===== config.mk =====
export PLATFORM = sky130hd
export DESIGN_NAME = melody_sequencer
export DESIGN_NICKNAME = d
export VERILOG_FILES = /design/src/rtl/melody_sequencer.sv
export SDC_FILE = /design/constraint.sdc
export NUM_CORES = 1
export LEC_CHECK = 0
export ABC_AREA = 1
export BUFFER_PORTS_ARGS = -buffer_cell sky130_fd_sc_hd__buf_2
export CAP_MARGIN = 20
export CORE_ASPECT_RATIO = 0.8
export CORE_MARGIN = 5
export CORE_UTILIZATION = 40
export CTS_BUF_LIST = sky130_fd_sc_hd__clkbuf_2
export DETAILED_ROUTE_END_ITERATION = 7
export PLACE_DENSITY = 0.6
export REMOVE_ABC_BUFFERS = 1
export SETUP_SLACK_MARGIN = 0.3
export SYNTH_ARGS = -nofsm -noshare
export SYNTH_HDL_FRONTEND = slang
export SYNTH_SLANG_ARGS = --single-unit

===== constraint.sdc =====
create_clock -name clk -period 6 [get_ports clk]
set_clock_uncertainty 0.2 [all_clocks]
set_input_delay 1.2 -clock clk [delete_from_list [all_inputs] [get_ports clk]]
set_output_delay 1.2 -clock clk [all_outputs]
set_load 0.01 [all_outputs]

===== src/rtl/melody_sequencer.sv =====
// rtl/melody_sequencer.sv - note-table melody player driving a tone clock divider
module melody_sequencer #(
  parameter int NOTE_TICKS = 12500000,
  parameter int GAP_TICKS  = 1250000
) (
  input  logic       clk,
  input  logic       reset,
  input  logic       start,
  input  logic       stop,
  input  logic       loop,
  input  logic [3:0] song_len,
  input  logic       wr_en,
  input  logic [3:0] wr_addr,
  input  logic [6:0] wr_data,
  output logic [2:0] control,
  output logic       div_reset,
  output logic       tone_en,
  output logic       busy,
  output logic [3:0] step_idx,
  output logic       done
);

  localparam int TICK_W = (NOTE_TICKS > 1) ? $clog2(NOTE_TICKS) : 1;
  localparam int GAP_W  = (GAP_TICKS > 1) ? $clog2(GAP_TICKS) : 1;
  localparam logic [TICK_W-1:0] TICK_LAST = TICK_W'(NOTE_TICKS - 1);
  localparam logic [GAP_W-1:0]  GAP_LAST  = GAP_W'((GAP_TICKS > 0) ? GAP_TICKS - 1 : 0);

  typedef enum logic [1:0] {IDLE, LOAD, PLAY, GAP} state_t;

  state_t            state, state_nx, exit_state;
  logic [6:0]        note_table [16];
  logic [6:0]        cur_entry;
  logic [2:0]        beat_cnt, beat_nx;
  logic [TICK_W-1:0] tick_cnt, tick_nx;
  logic [GAP_W-1:0]  gap_cnt, gap_nx;
  logic [3:0]        step_idx_nx, exit_idx;
  logic [2:0]        control_nx;
  logic              tone_en_nx, div_reset_nx, done_nx, exit_done;

  assign cur_entry = note_table[step_idx];
  assign busy      = (state != IDLE);

  // Note table is only writable while idle so a playing song never changes under us
  always_ff @(posedge clk) begin
    if (wr_en && state == IDLE) note_table[wr_addr] <= wr_data;
  end

  // Where playback goes once a note (and its gap) has finished
  always_comb begin
    exit_state = IDLE;
    exit_idx   = step_idx;
    exit_done  = 1'b0;
    if (step_idx < song_len) begin
      exit_state = LOAD;
      exit_idx   = step_idx + 4'd1;
    end else if (loop) begin
      exit_state = LOAD;
      exit_idx   = 4'd0;
    end else begin
      exit_done  = 1'b1;
    end
  end

  // Next-state and next-output logic; stop overrides everything outside IDLE
  always_comb begin
    state_nx     = state;
    step_idx_nx  = step_idx;
    control_nx   = control;
    tone_en_nx   = tone_en;
    div_reset_nx = 1'b0;
    done_nx      = 1'b0;
    beat_nx      = beat_cnt;
    tick_nx      = tick_cnt;
    gap_nx       = gap_cnt;
    if (state != IDLE && stop) begin
      state_nx   = IDLE;
      tone_en_nx = 1'b0;
    end else begin
      case (state)
        IDLE: begin
          if (start && !stop) begin
            state_nx    = LOAD;
            step_idx_nx = 4'd0;
          end
        end
        LOAD: begin
          state_nx     = PLAY;
          control_nx   = cur_entry[5:3];
          tone_en_nx   = ~cur_entry[6];
          div_reset_nx = 1'b1;
          beat_nx      = cur_entry[2:0];
          tick_nx      = '0;
        end
        PLAY: begin
          if (tick_cnt == TICK_LAST) begin
            tick_nx = '0;
            if (beat_cnt == 3'd0) begin
              if (GAP_TICKS > 0) begin
                state_nx   = GAP;
                gap_nx     = '0;
                tone_en_nx = 1'b0;
              end else begin
                state_nx    = exit_state;
                step_idx_nx = exit_idx;
                done_nx     = exit_done;
                if (exit_done) tone_en_nx = 1'b0;
              end
            end else begin
              beat_nx = beat_cnt - 3'd1;
            end
          end else begin
            tick_nx = tick_cnt + TICK_W'(1);
          end
        end
        GAP: begin
          if (gap_cnt == GAP_LAST) begin
            gap_nx      = '0;
            state_nx    = exit_state;
            step_idx_nx = exit_idx;
            done_nx     = exit_done;
          end else begin
            gap_nx = gap_cnt + GAP_W'(1);
          end
        end
        default: state_nx = IDLE;
      endcase
    end
  end

  // State and output registers, cleared asynchronously by reset
  always_ff @(posedge clk or negedge reset) begin
    if (!reset) begin
      state     <= IDLE;
      step_idx  <= 4'd0;
      control   <= 3'd0;
      tone_en   <= 1'b0;
      div_reset <= 1'b0;
      done      <= 1'b0;
      beat_cnt  <= 3'd0;
      tick_cnt  <= '0;
      gap_cnt   <= '0;
    end else begin
      state     <= state_nx;
      step_idx  <= step_idx_nx;
      control   <= control_nx;
      tone_en   <= tone_en_nx;
      div_reset <= div_reset_nx;
      done      <= done_nx;
      beat_cnt  <= beat_nx;
      tick_cnt  <= tick_nx;
      gap_cnt   <= gap_nx;
    end
  end

endmodule

== Word-level counts from Yosys, hierarchy flattened ==
Memory sizes are Yosys's and may differ from the RTL's.
Index checks and enable logic that the tools add are counted.

* Flip-flop bits (word level): 60
* Memories: 1
* RAM bits: 112
* Word-level logic and storage cells: 85
* Output and inout bits: 11

{| class="wikitable"
|+ Memory list
! memory !! words !! width !! rd ports !! clocked after memory_dff !! write ports !! line !! text
|-
| note_table || 16 || 7 || 1 || 0 || 1 || 31 || <nowiki>logic [6:0] note_table [16];</nowiki>
|}

* Order comparisons: 1
* Mux-type cells: 35
* Add/sub/neg operators: 4
* Bitwise logic cells: 2
* Eq/ne operators: 15
* Reduce and logical (&&, ||, !) cells: 18

{| class="wikitable"
|+ Operator list
! kind !! count
|-
| 21-bit two-way mux || 3
|-
| 24-bit case mux with 2 select lines || 1
|-
| 21-bit case mux with 2 select lines || 1
|-
| 24-bit by 1-bit adder with 24-bit output, second input constant || 1
|-
| 24-bit == test, second input constant || 1
|-
| 24-bit two-way mux || 1
|-
| 21-bit by 1-bit adder with 21-bit output, second input constant || 1
|-
| 21-bit == test, second input constant || 1
|-
| 4-bit two-way mux || 4
|-
| 1-bit two-way mux || 14
|-
| 3-bit inequality test, second input constant || 4
|-
| 4-bit AND reduction || 3
|-
| 2-bit two-way mux || 5
|-
| 2-bit inequality test, second input constant || 4
|-
| 2-bit case mux with 4 select lines || 1
|-
| 4-bit case mux with 2 select lines || 1
|-
| 2-bit nonzero test || 4
|-
| 3-bit two-way mux || 2
|-
| 3-bit case mux with 2 select lines || 1
|-
| 5-bit AND reduction || 1
|-
| 4-bit by 1-bit adder with 4-bit output, second input constant || 1
|-
| 2-bit == test, second input constant || 2
|-
| 4-bit < comparator || 1
|-
| 2-bit AND reduction || 2
|-
| other kinds (12) || 15
|}

== Logic depth before layout (Yosys ltp) ==
Gate-level depths: netlist of the first run.

* Depth in word-level cells: 5
* Depth in mapped cells: 13

== Worst setup path after synthesis of the first run ==
Ideal clock, no wire load.

* Path kind: input to register
* Start: input port song_len[3]
* End: register step_idx[3]
* Buffers on the path: 0
* Arrival: 2.266 ns
* Cell stages on the path: 10
* Data required time: 5.683 ns
* Setup slack: 3.417 ns
* Cell sequence: inv_1 ha_1 a21oi_1 nand2_1 nand2_1 nand2_1 o21ai_1 nand2_2 nand2_1 nand2_1

* Word-level cells in the longest chain between the ends: 4
* Elaborated cells between the ends (all ways): 6
* Classes of those cells: order compare: 1; eq/ne: 1; mux: 3; reduce/logical: 1

{| class="wikitable"
|+ Ends and longest elaborated chain
! item !! line !! text
|-
| from (decl) || 11 || <nowiki>input logic [3:0] song_len,</nowiki>
|-
| 4-bit < comparator (*) || 53 || <nowiki>if (step_idx < song_len) begin</nowiki>
|-
| 4-bit two-way mux || 53 ||
|-
| 4-bit two-way mux || 116 || <nowiki>if (gap_cnt == GAP_LAST) begin</nowiki>
|-
| 4-bit case mux with 2 select lines || 79 || <nowiki>case (state)</nowiki>
|-
| to (signal assigned) || 144 || <nowiki>step_idx <= step_idx_nx;</nowiki>
|-
| to (decl) || 19 || <nowiki>output logic [3:0] step_idx,</nowiki>
|}

Mark *: on every way between the ends. The rest lies on a longest branch, timed or not. The select of a mux whose other input is x is not followed.
A chain may end at the register's enable or synchronous reset.

== Worst setup path after layout of the first run ==
* Start: register step_idx[0]
* End: output port step_idx[0]

No word-level cell between the ends.

==> results_dict.tcl, run 1 <==
set metrics [dict create \
    tightest_slew_ns 1.06 \
    synth_cell_types 43 \
    grt.total_usage_pct 16.7 \
    hold_viol 0 \
    drv_cap 0 \
    antenna_found_initial 1 \
    yosysMostFrequentCell "nand2_1" \
    fin_crit_ns 3.35 \
    hold_path_class "in2async" \
    grt_first_pass_wirelength_mm 32.9 \
    ant_nets 0 \
    post_cts_buffers 0 \
    path_class "reg2out" \
    synthTopCellsByCount "242 x nand2_1, 150 x nor2_1, 112 x edfxtp_1" \
    yosys-top-cells-area "edfxtp_1 38%, dfrtp_1 17%, nand2_1 10%" \
    postSynthAreaPerCell_um2 8.90 \
    drc 0 \
    worstPathRequired_ns 4.60 \
    r2r-end "gap_cnt[2]" \
    rr_startpoint "state[0]" \
    cts_root_buf "clkbuf_2" \
    grt_pass1_vias 6030 \
    cp.arrival_ns 1.95 \
    start_util_pct 40.7 \
    grt_overflow 0 \
    p_int_w 0.00170 \
    rsz0062_at_grt "no" \
    clockBufferDepth 2 \
    pwr-share-comb_pct 29.7 \
    ir_worst_vdd_uv 208 \
    seqPwrFrac_pct 47.6 \
    drt_first_pass_iters 4 \
    synth_warnings 0 \
    net-switching-power_w 0.00117 \
    yosysTopAreaCellShare_pct 38.4 \
    async_flop_share_pct 34.9 \
    wl_mm 20.3 \
    status "complete, no violations" \
    power_density_nw_per_um2 306 \
    place_congestion 0.856 \
    ys_ff_latch 172 \
    rows 48 \
    drv_slew 0 \
    fp.dieH_um 142 \
    cts_resized 0 \
    critPathCaptureType "primary output" \
    setup_viol 0 \
    cp-start-kind "flop" \
    fp.coreArea_um2 21600 \
    pre_cts_ws_ns 3.03 \
    synth_edf_count 112 \
    grt_max_degree 61 \
    tritoncts "yes" \
    slew_headroom_pct 29.1 \
    layout_setup_ws_ns 2.65 \
    setup_tns_ns 0 \
    port-buffer-count 31 \
    period_share_pct 55.8 \
    drive_gt1_share_pct 12.1 \
    switching_share_pct 40.8 \
    fin_nets 1039 \
    clkPwrFrac_pct 22.7 \
    hold_ws_ns 0.310 \
    synth_area_um2 8770 \
    avgRoutedWirePerCell_um 15.7 \
    ios 32 \
    drt_iter0_drc 504 \
    area_delta_synth_final_pct 7.08 \
    hpwl_mm 13.6 \
    die-area_um2 25000 \
    yosysSeqAreaShare_pct 55.5 \
    cts_buffers 17 \
    cts.sinks 172 \
    yosysTopAreaCell "edfxtp_1" \
    vias 6581 \
    path_clk_slew_ns 0.32 \
    leakagePower_nw 3.72 \
    ys.flop_type "edfxtp_1" \
    viasPerCell 5.08 \
    crit_fanout 60 \
    r2r_cells 7 \
    cts.htree.levels 4 \
    clk_latency_ns 0.79 \
    die_width_um 176 \
    hold_buffers 0 \
    r2r_slack_ns 3.03 \
    synthCells 985 \
    max_freq_ghz 0.299 \
]
[sequential cells by signal, summed over array words and instances (netlist names)]
| signal | count |
|---|---|
| div_reset | 1 |
| step_idx | 4 |
| beat_cnt | 3 |
| tick_cnt | 24 |
| control | 3 |
| state | 2 |
| note_table | 112 |
| tone_en | 1 |
| done | 1 |
| gap_cnt | 21 |
[cells by family (layout without fill, tap and decap cells)]
kind of cell	after synthesis	after routing	synth area share, %
compound gates	114	114	7.56
xor+xnor	12	12	1.20
fa+ha+maj	12	12	1.71
buf+inv	130	164	6.36
flops	172	172	55.5
other cells	0	2	0
simple gates	545	545	27.7
[how the worst max path moves through the flow]
stage                startpoint          end  cells past startpoint
finish              step_idx[0]  step_idx[0]                      2
global route        step_idx[0]  step_idx[0]                      2
CTS                 step_idx[0]  step_idx[0]                      2
detailed placement     state[0]   gap_cnt[2]                      7
global placement           stop   gap_cnt[2]                      8
floorplan           step_idx[0]  step_idx[0]                     12
[critical path, cell delays in order (launching register included)]
cell and delay, ns:
dfrtp_2 0.43, buf_4 0.51, buf_2 0.25
[stage by stage]
| stage | utilization [%] | power, W | cells | area (µm²) |
|---|---|---|---|---|
| global route | 43.5 | 0.00306 | 1296 | 9390 |
| finish | 43.5 | 0.00288 | 1296 | 9390 |
| floorplan | - | 0.00197 | 952 | 8570 |
| CTS | 43.5 | 0.00291 | 1294 | 9380 |
| detailed placement | 42.2 | 0.00225 | 1262 | 9100 |
| global placement | 42.2 | 0.00224 | 1262 | 9100 |
[power by group through the flow]
| stage | Sequential (W) | Combinational [W] | Clock [W] |
|---|---|---|---|
| final | 0.00137 | 0.000853 | 0.000654 |
| after global routing | 0.00138 | 0.000961 | 0.000723 |
| after CTS | 0.00137 | 0.000863 | 0.000678 |
| after detailed placement | 0.00139 | 0.000859 | 0 |
| after global placement | 0.00139 | 0.000851 | 0 |
| after floorplan | 0.00143 | 0.000540 | 0 |
[cell usage in the layout, fill, tap and decap left out, types with 9 or more instances in the layout]
cell,netlist,routed
xor2_1,10,10
nand4_1,20,20
dfrtp_1,60,59
nand3_1,82,82
nand2_1,242,242
clkbuf_2,0,17
ha_1,12,12
nor2_1,150,150
inv_2,9,9
o21ai_1,24,24
edfxtp_1,112,112
o22ai_1,12,12
o21ai_0,39,39
inv_1,87,87
o21ai_2,10,10
a21oi_1,18,18
buf_2,17,31
[per-layer routing]
metal | up-vias | global-route usage [%] | share of wire [%] | wire, µm
li1 | 3322 | - | - | -
met1 | 3119 | 24.7 | 50 | 10200
met2 | 116 | 25.4 | 45 | 9050
met3 | 24 | 2.84 | 3.7 | 755
met4 | 0 | 4.72 | 1.5 | 312
met5 | - | 0 | 0 | 0
[layout make-up]
type	count	area, µm²
clock inverters	15	194
inverters	97	364
well taps	275	344
multi-input cells	683	3340
clock buffers	17	85.1
repair buffers	35	185
fillers	2106	12200
flip-flops and latches	172	4870
diodes	2	5.00
No activity file was read; power rests on OpenSTA's default activity.
==> run 2: changes to the inputs <==
--- a/config.mk
+++ b/config.mk
@@ -5,7 +5,7 @@
 export SDC_FILE = /design/constraint.sdc
 export NUM_CORES = 1
 export LEC_CHECK = 0
-export ABC_AREA = 1
+export ABC_AREA = 0
 export BUFFER_PORTS_ARGS = -buffer_cell sky130_fd_sc_hd__buf_2
 export CAP_MARGIN = 20
 export CORE_ASPECT_RATIO = 0.8
==> constraint.sdc (replaced) <==
create_clock -name clk -period 3.3 [get_ports clk]
set_clock_uncertainty 0.2 [all_clocks]
set_input_delay 0.66 -clock clk [delete_from_list [all_inputs] [get_ports clk]]
set_output_delay 0.66 -clock clk [all_outputs]
set_load 0.01 [all_outputs]
==> results_dict.tcl, run 2 <==
set metrics [dict create \
    area_delta_synth_final_pct 11.0 \
    grt_pass1_vias 5289 \
    viasPerCell 5.53 \
    power_density_nw_per_um2 574 \
    layout_common_cells "112 x edfxtp_1, 57 x dfrtp_1, 51 x nand2_1, 44 x nor2_1, 31 x buf_2" \
    drv_cap 0 \
    yosysMostFrequentCell "edfxtp_1" \
    cp-start-kind "flop" \
    ys_ff_latch 172 \
    largest_register_ffs 112 \
    synth_area_um2 7940 \
    die_width_um 168 \
    critPathCaptureType "flop" \
    drv_slew 0 \
    yosysSeqAreaShare_pct 61.2 \
    fp.dieH_um 136 \
    yosys-top-cells-area "edfxtp_1 42%, dfrtp_1 19%, mux4_2 8.2%" \
    clockBufferDepth 2 \
    synthCells 611 \
    pre_cts_ws_ns 0.318 \
    clkPwrFrac_pct 20.7 \
    yosysTopAreaCellShare_pct 42.3 \
    grt_first_pass_wirelength_mm 28.6 \
    fin_nets 697 \
    path_class "reg2reg" \
    drt_first_pass_iters 5 \
    tritoncts "yes" \
    synth_cell_types 58 \
    rr_startpoint "tick_cnt[6]" \
    pwr-share-comb_pct 26.2 \
    ys.flop_type "edfxtp_1" \
    hold_path_class "in2reg" \
    crit_start "tick_cnt[6]" \
    cts_root_buf "clkbuf_2" \
    tightest_slew_ns 0.723 \
    r2r_slack_ns 0.42 \
    rsz0062_at_grt "no" \
    setup_viol 0 \
    start_util_pct 40.4 \
    seqPwrFrac_pct 53.0 \
    avgRoutedWirePerCell_um 18.7 \
    leakagePower_nw 3.17 \
    layout_setup_ws_ns 0.417 \
    switching_share_pct 33.5 \
    r2r_cells 5 \
    layout_commonest_cell "edfxtp_1" \
    place_congestion 0.846 \
    ios 32 \
    setup_tns_ns 0 \
    path_clk_slew_ns 0.23 \
    cts.sinks 172 \
    ir_worst_vdd_uv 238 \
    p_int_w 0.00337 \
    hold_viol 0 \
    fin_crit_ns 2.88 \
    r2r-end "gap_cnt[11]" \
    fp.coreArea_um2 19700 \
    cts_buffers 17 \
    vias 5202 \
    grt_overflow 0 \
    port-buffer-count 31 \
    drt_iter0_drc 422 \
    die-area_um2 22800 \
    reg_top3 "note_table x112, tick_cnt x24, gap_cnt x21" \
    async_flop_share_pct 34.9 \
    ant_nets 0 \
    regMostFlops "note_table" \
    crit_end "gap_cnt[11]" \
    hpwl_mm 12.1 \
    cts.htree.levels 4 \
    max_freq_ghz 0.347 \
    crit_fanout 12 \
    antenna_found_initial 1 \
    synth_warnings 0 \
    rows 46 \
    period_share_pct 87.4 \
    clk_latency_ns 0.72 \
    net-switching-power_w 0.00170 \
    hold_ws_ns 0.0856 \
    wl_mm 17.6 \
    drive_gt1_share_pct 19.1 \
    status "complete, no violations" \
    drc 0 \
    synthTopCellsByCount "112 x edfxtp_1, 60 x dfrtp_1, 51 x nand2_1" \
    synth_edf_count 112 \
    cp.arrival_ns 3.35 \
    yosysTopAreaCell "edfxtp_1" \
    worstPathRequired_ns 3.76 \
    grt.total_usage_pct 16.1 \
    postSynthAreaPerCell_um2 13.0 \
    grt_max_degree 35 \
    slew_headroom_pct 51.6 \
]
## run 2: cell count changes in the layout (fill, tap and decap cells not counted), sizes merged, moves of 12 or more
cell	before	now
or4	0	12
inv	103	31
nand2	251	51
mux4	0	29
nand3	87	28
buf	35	53
o21ai	73	25
nor2	158	44
## run 2: how the worst min path moves through the flow
stage                           start                to  cells after the start
after floorplan                 reset       beat_cnt[0]                      0
after global placement     control[2]        control[2]                      2
after detailed placement  beat_cnt[0]       beat_cnt[0]                      1
after CTS                        loop              done                      4
after global routing       wr_data[3]  note_table[6][3]                      1
final                            loop              done                      4
## run 2: routing by layer
layer	wire length (µm)	GRT usage, %	share of wire (%)	up-vias
met5	0	0	0	-
met4	193	3.56	1.1	0
met3	921	4.51	5.2	18
met2	8130	25.4	46	126
met1	8380	22.7	48	2603
li1	-	-	-	2455
## run 2: timing repair
action / in CTS / in global routing
resized for setup: 1 / 3
endpoints found under the hold margin: 27 / 34
cloned: 0 / 0
setup endpoints to repair: 2 / 5
hold buffers: 2 / 5
setup buffers: 0 / 0
## run 2: critical path: stages, from the launching register on
cell	delay [ns]
dfrtp_2	0.49
or4_1	0.54
or4_4	0.48
o32a_2	0.51
or4_1	0.52
o21ai_0	0.09
## run 2: layout make-up
class                   instances  area, µm²
diodes                          1       2.50
clock buffers                  18       90.1
clock inverters                13        129
fillers                      1819      10900
inverters                      25       93.8
multi-input cells             388       2880
flip-flops and latches        172       4870
well taps                     264        330
repair buffers                 60        428
## run 2: power by group through the flow
stage	clock, W	sequential [W]	combinational (W)
after floorplan	0	0.00272	0.000809
after global placement	0	0.00272	0.00129
after detailed placement	0	0.00273	0.00133
after CTS	0.00109	0.00269	0.00133
after global routing	0.00118	0.00272	0.00147
final	0.00105	0.00269	0.00133
## run 2: cells by family (layout without fill, tap and decap cells)
logic type	count (synthesis)	after routing	synth area share, %
and+or+nand+nor	224	224	14.7
other	0	1	0
AOI/OAI and AO/OA	94	94	7.91
buffers and inverters	51	116	2.60
DFF	172	172	61.2
xor gates and xnor gates	17	17	1.87
muxes	41	41	9.78
adders and majority gates	12	12	1.89
## run 2: stage by stage
step | total power (W) | instance area, µm² | instances | utilization [%]
after floorplan | 0.00353 | 7830 | 585 | -
after global placement | 0.00401 | 8520 | 902 | 43.3
after detailed placement | 0.00405 | 8520 | 902 | 43.3
after CTS | 0.00511 | 8760 | 935 | 44.5
after global routing | 0.00537 | 8820 | 941 | 44.8
final | 0.00506 | 8820 | 941 | 44.8
==> run 3: changes to the inputs <==
--- a/config.mk
+++ b/config.mk
@@ -13,6 +13,7 @@
 export CORE_UTILIZATION = 40
 export CTS_BUF_LIST = sky130_fd_sc_hd__clkbuf_2
 export DETAILED_ROUTE_END_ITERATION = 7
+export GPL_TIMING_DRIVEN = 0
 export PLACE_DENSITY = 0.6
 export REMOVE_ABC_BUFFERS = 1
 export SETUP_SLACK_MARGIN = 0.3
==> results_dict.tcl, run 3 (synthesized netlist as in run 2, its figures left out) <==
set metrics [dict create \
    area_delta_synth_final_pct 11.9 \
    path_class "reg2reg" \
    avgRoutedWirePerCell_um 18.6 \
    hold_ws_ns 0.158 \
    hpwl_mm 11.6 \
    fin_util_pct 45.2 \
    drv_slew 0 \
    status "complete, no violations" \
    tightest_slew_ns 1.04 \
    cts_buffers 17 \
    nFillCells 1794 \
    rsz0062_at_grt "no" \
    fin_crit_ns 2.89 \
    setup_viol 0 \
    placed_cells 886 \
    tritoncts "yes" \
    layout_commonest_cell "edfxtp_1" \
    regMostFlops "note_table" \
    cp.arrival_ns 3.41 \
    place_congestion 0.825 \
    clockBufferDepth 2 \
    slew_headroom_pct 29.8 \
    reg_top3 "note_table x112, tick_cnt x24, gap_cnt x21" \
    crit_fanout 19 \
    diodes 0 \
    hold_path_class "in2reg" \
    ios 32 \
    power_density_nw_per_um2 582 \
    start_util_pct 40.4 \
    leakagePower_nw 3.16 \
    layout_common_cells "112 x edfxtp_1, 58 x dfrtp_1, 50 x nand2_1, 42 x nor2_1, 31 x buf_2" \
    fin_nets 689 \
    rows 46 \
    finalPower_w 0.00518 \
    vias 5248 \
    port-buffer-count 31 \
    cts_root_buf "clkbuf_2" \
    ant_nets 0 \
    layoutNonFillerInstCount 933 \
    fin_area_um2 8890 \
    grt_pass1_vias 5214 \
    grt_max_degree 35 \
    die_width_um 168 \
    drv_cap 0 \
    drc 0 \
    path_clk_slew_ns 0.28 \
    max_freq_ghz 0.346 \
    drt_first_pass_iters 4 \
    grt_overflow 0 \
    period_share_pct 87.6 \
    cts.sinks 172 \
    ir_worst_vdd_uv 334 \
    grt_first_pass_wirelength_mm 28.1 \
    die-area_um2 22800 \
    antenna_found_initial 0 \
    hold_viol 0 \
    fp.coreArea_um2 19700 \
    largest_register_ffs 112 \
    place_area_um2 8410 \
    cts.htree.levels 4 \
    wl_mm 17.3 \
    viasPerCell 5.62 \
    cp-start-kind "flop" \
    fp.dieH_um 136 \
    drt_iter0_drc 483 \
    clk_latency_ns 0.77 \
    grt.total_usage_pct 15.8 \
    critPathCaptureType "flop" \
    worstPathRequired_ns 3.82 \
    drive_gt1_share_pct 18.7 \
]
-- run 3: cell count changes in the layout (fill, tap and decap cells not counted), moves of 2 or more --
cell | previous run | this run
buf_4 | 19 | 7
clkinv_4 | 0 | 2
clkinv_8 | 0 | 3
dlygate4sd3_1 | 7 | 10
ha_1 | 12 | 10
ha_4 | 0 | 2
inv_6 | 5 | 2
inv_8 | 2 | 4
nor2_1 | 44 | 42
-- run 3: per-stage QoR --
stage	setup TNS (ns)	setup WS, ns
finish	0	0.410
global route	0	0.306
floorplan	0	0.297
global placement	-1.61	-0.360
CTS	0	0.302
detailed placement	-1.46	-0.157
-- run 3: power by group --
part           leakage, nW  total, W  switching [W]  internal, W
logic                 1.20   0.00133       0.000710     0.000623
clock network        0.151   0.00116       0.000841     0.000319
registers             1.82   0.00268       0.000212      0.00247
total                 3.16   0.00518        0.00176      0.00341
-- run 3: worst max-delay path, stage by stage (launching register included) --
cell	delay, ns
dfrtp_1	0.52
or4_1	0.53
or4_4	0.49
o32a_4	0.52
or4_1	0.53
o21ai_1	0.09
-- run 3: path summary, 6_finish.rpt --
| kind | startpoint | endpoint | slack (ns) | cells after the start |
|---|---|---|---|---|
| min in group asynchronous | reset | gap_cnt[9] | 0.19 | 2 |
| hold / removal | wr_addr[0] | note_table[0][1] | 0.16 | 2 |
| max in group asynchronous | reset | tick_cnt[23] | 2.05 | 3 |
| setup / recovery | tick_cnt[6] | gap_cnt[15] | 0.41 | 5 |
| hold reg to reg | control[2] | control[2] | 0.35 | 2 |
| setup reg to reg | tick_cnt[6] | gap_cnt[15] | 0.41 | 5 |
-- run 3: layer usage --
metal / share of wire (%) / track usage [%] / up-vias
met5: 0 / 0 / -
met4: 1.3 / 5.09 / 0
met3: 4.1 / 3.14 / 19
met2: 47 / 25.0 / 116
met1: 48 / 22.2 / 2681
li1: - / - / 2432
-- run 3: repair_timing --
action,4_1_cts,5_1_grt
hold buffers,7,3
buffers inserted,2,3
endpoints found under the hold margin,63,29
gates resized for setup,12,4
pin swaps,1,1
setup endpoints to repair,25,8
-- run 3: area by class of cell --
| cell class | count | area (µm²) | share of cell area (%) |
|---|---|---|---|
| Clock inverter | 15 | 179 | 2.01 |
| Clock buffer | 17 | 85.1 | 0.957 |
| Sequential cell | 172 | 4870 | 54.7 |
| Inverter | 25 | 93.8 | 1.06 |
| Tap cell | 264 | 330 | 3.71 |
| Multi-Input combinational cell | 388 | 2950 | 33.2 |
| Timing Repair Buffer | 52 | 387 | 4.35 |
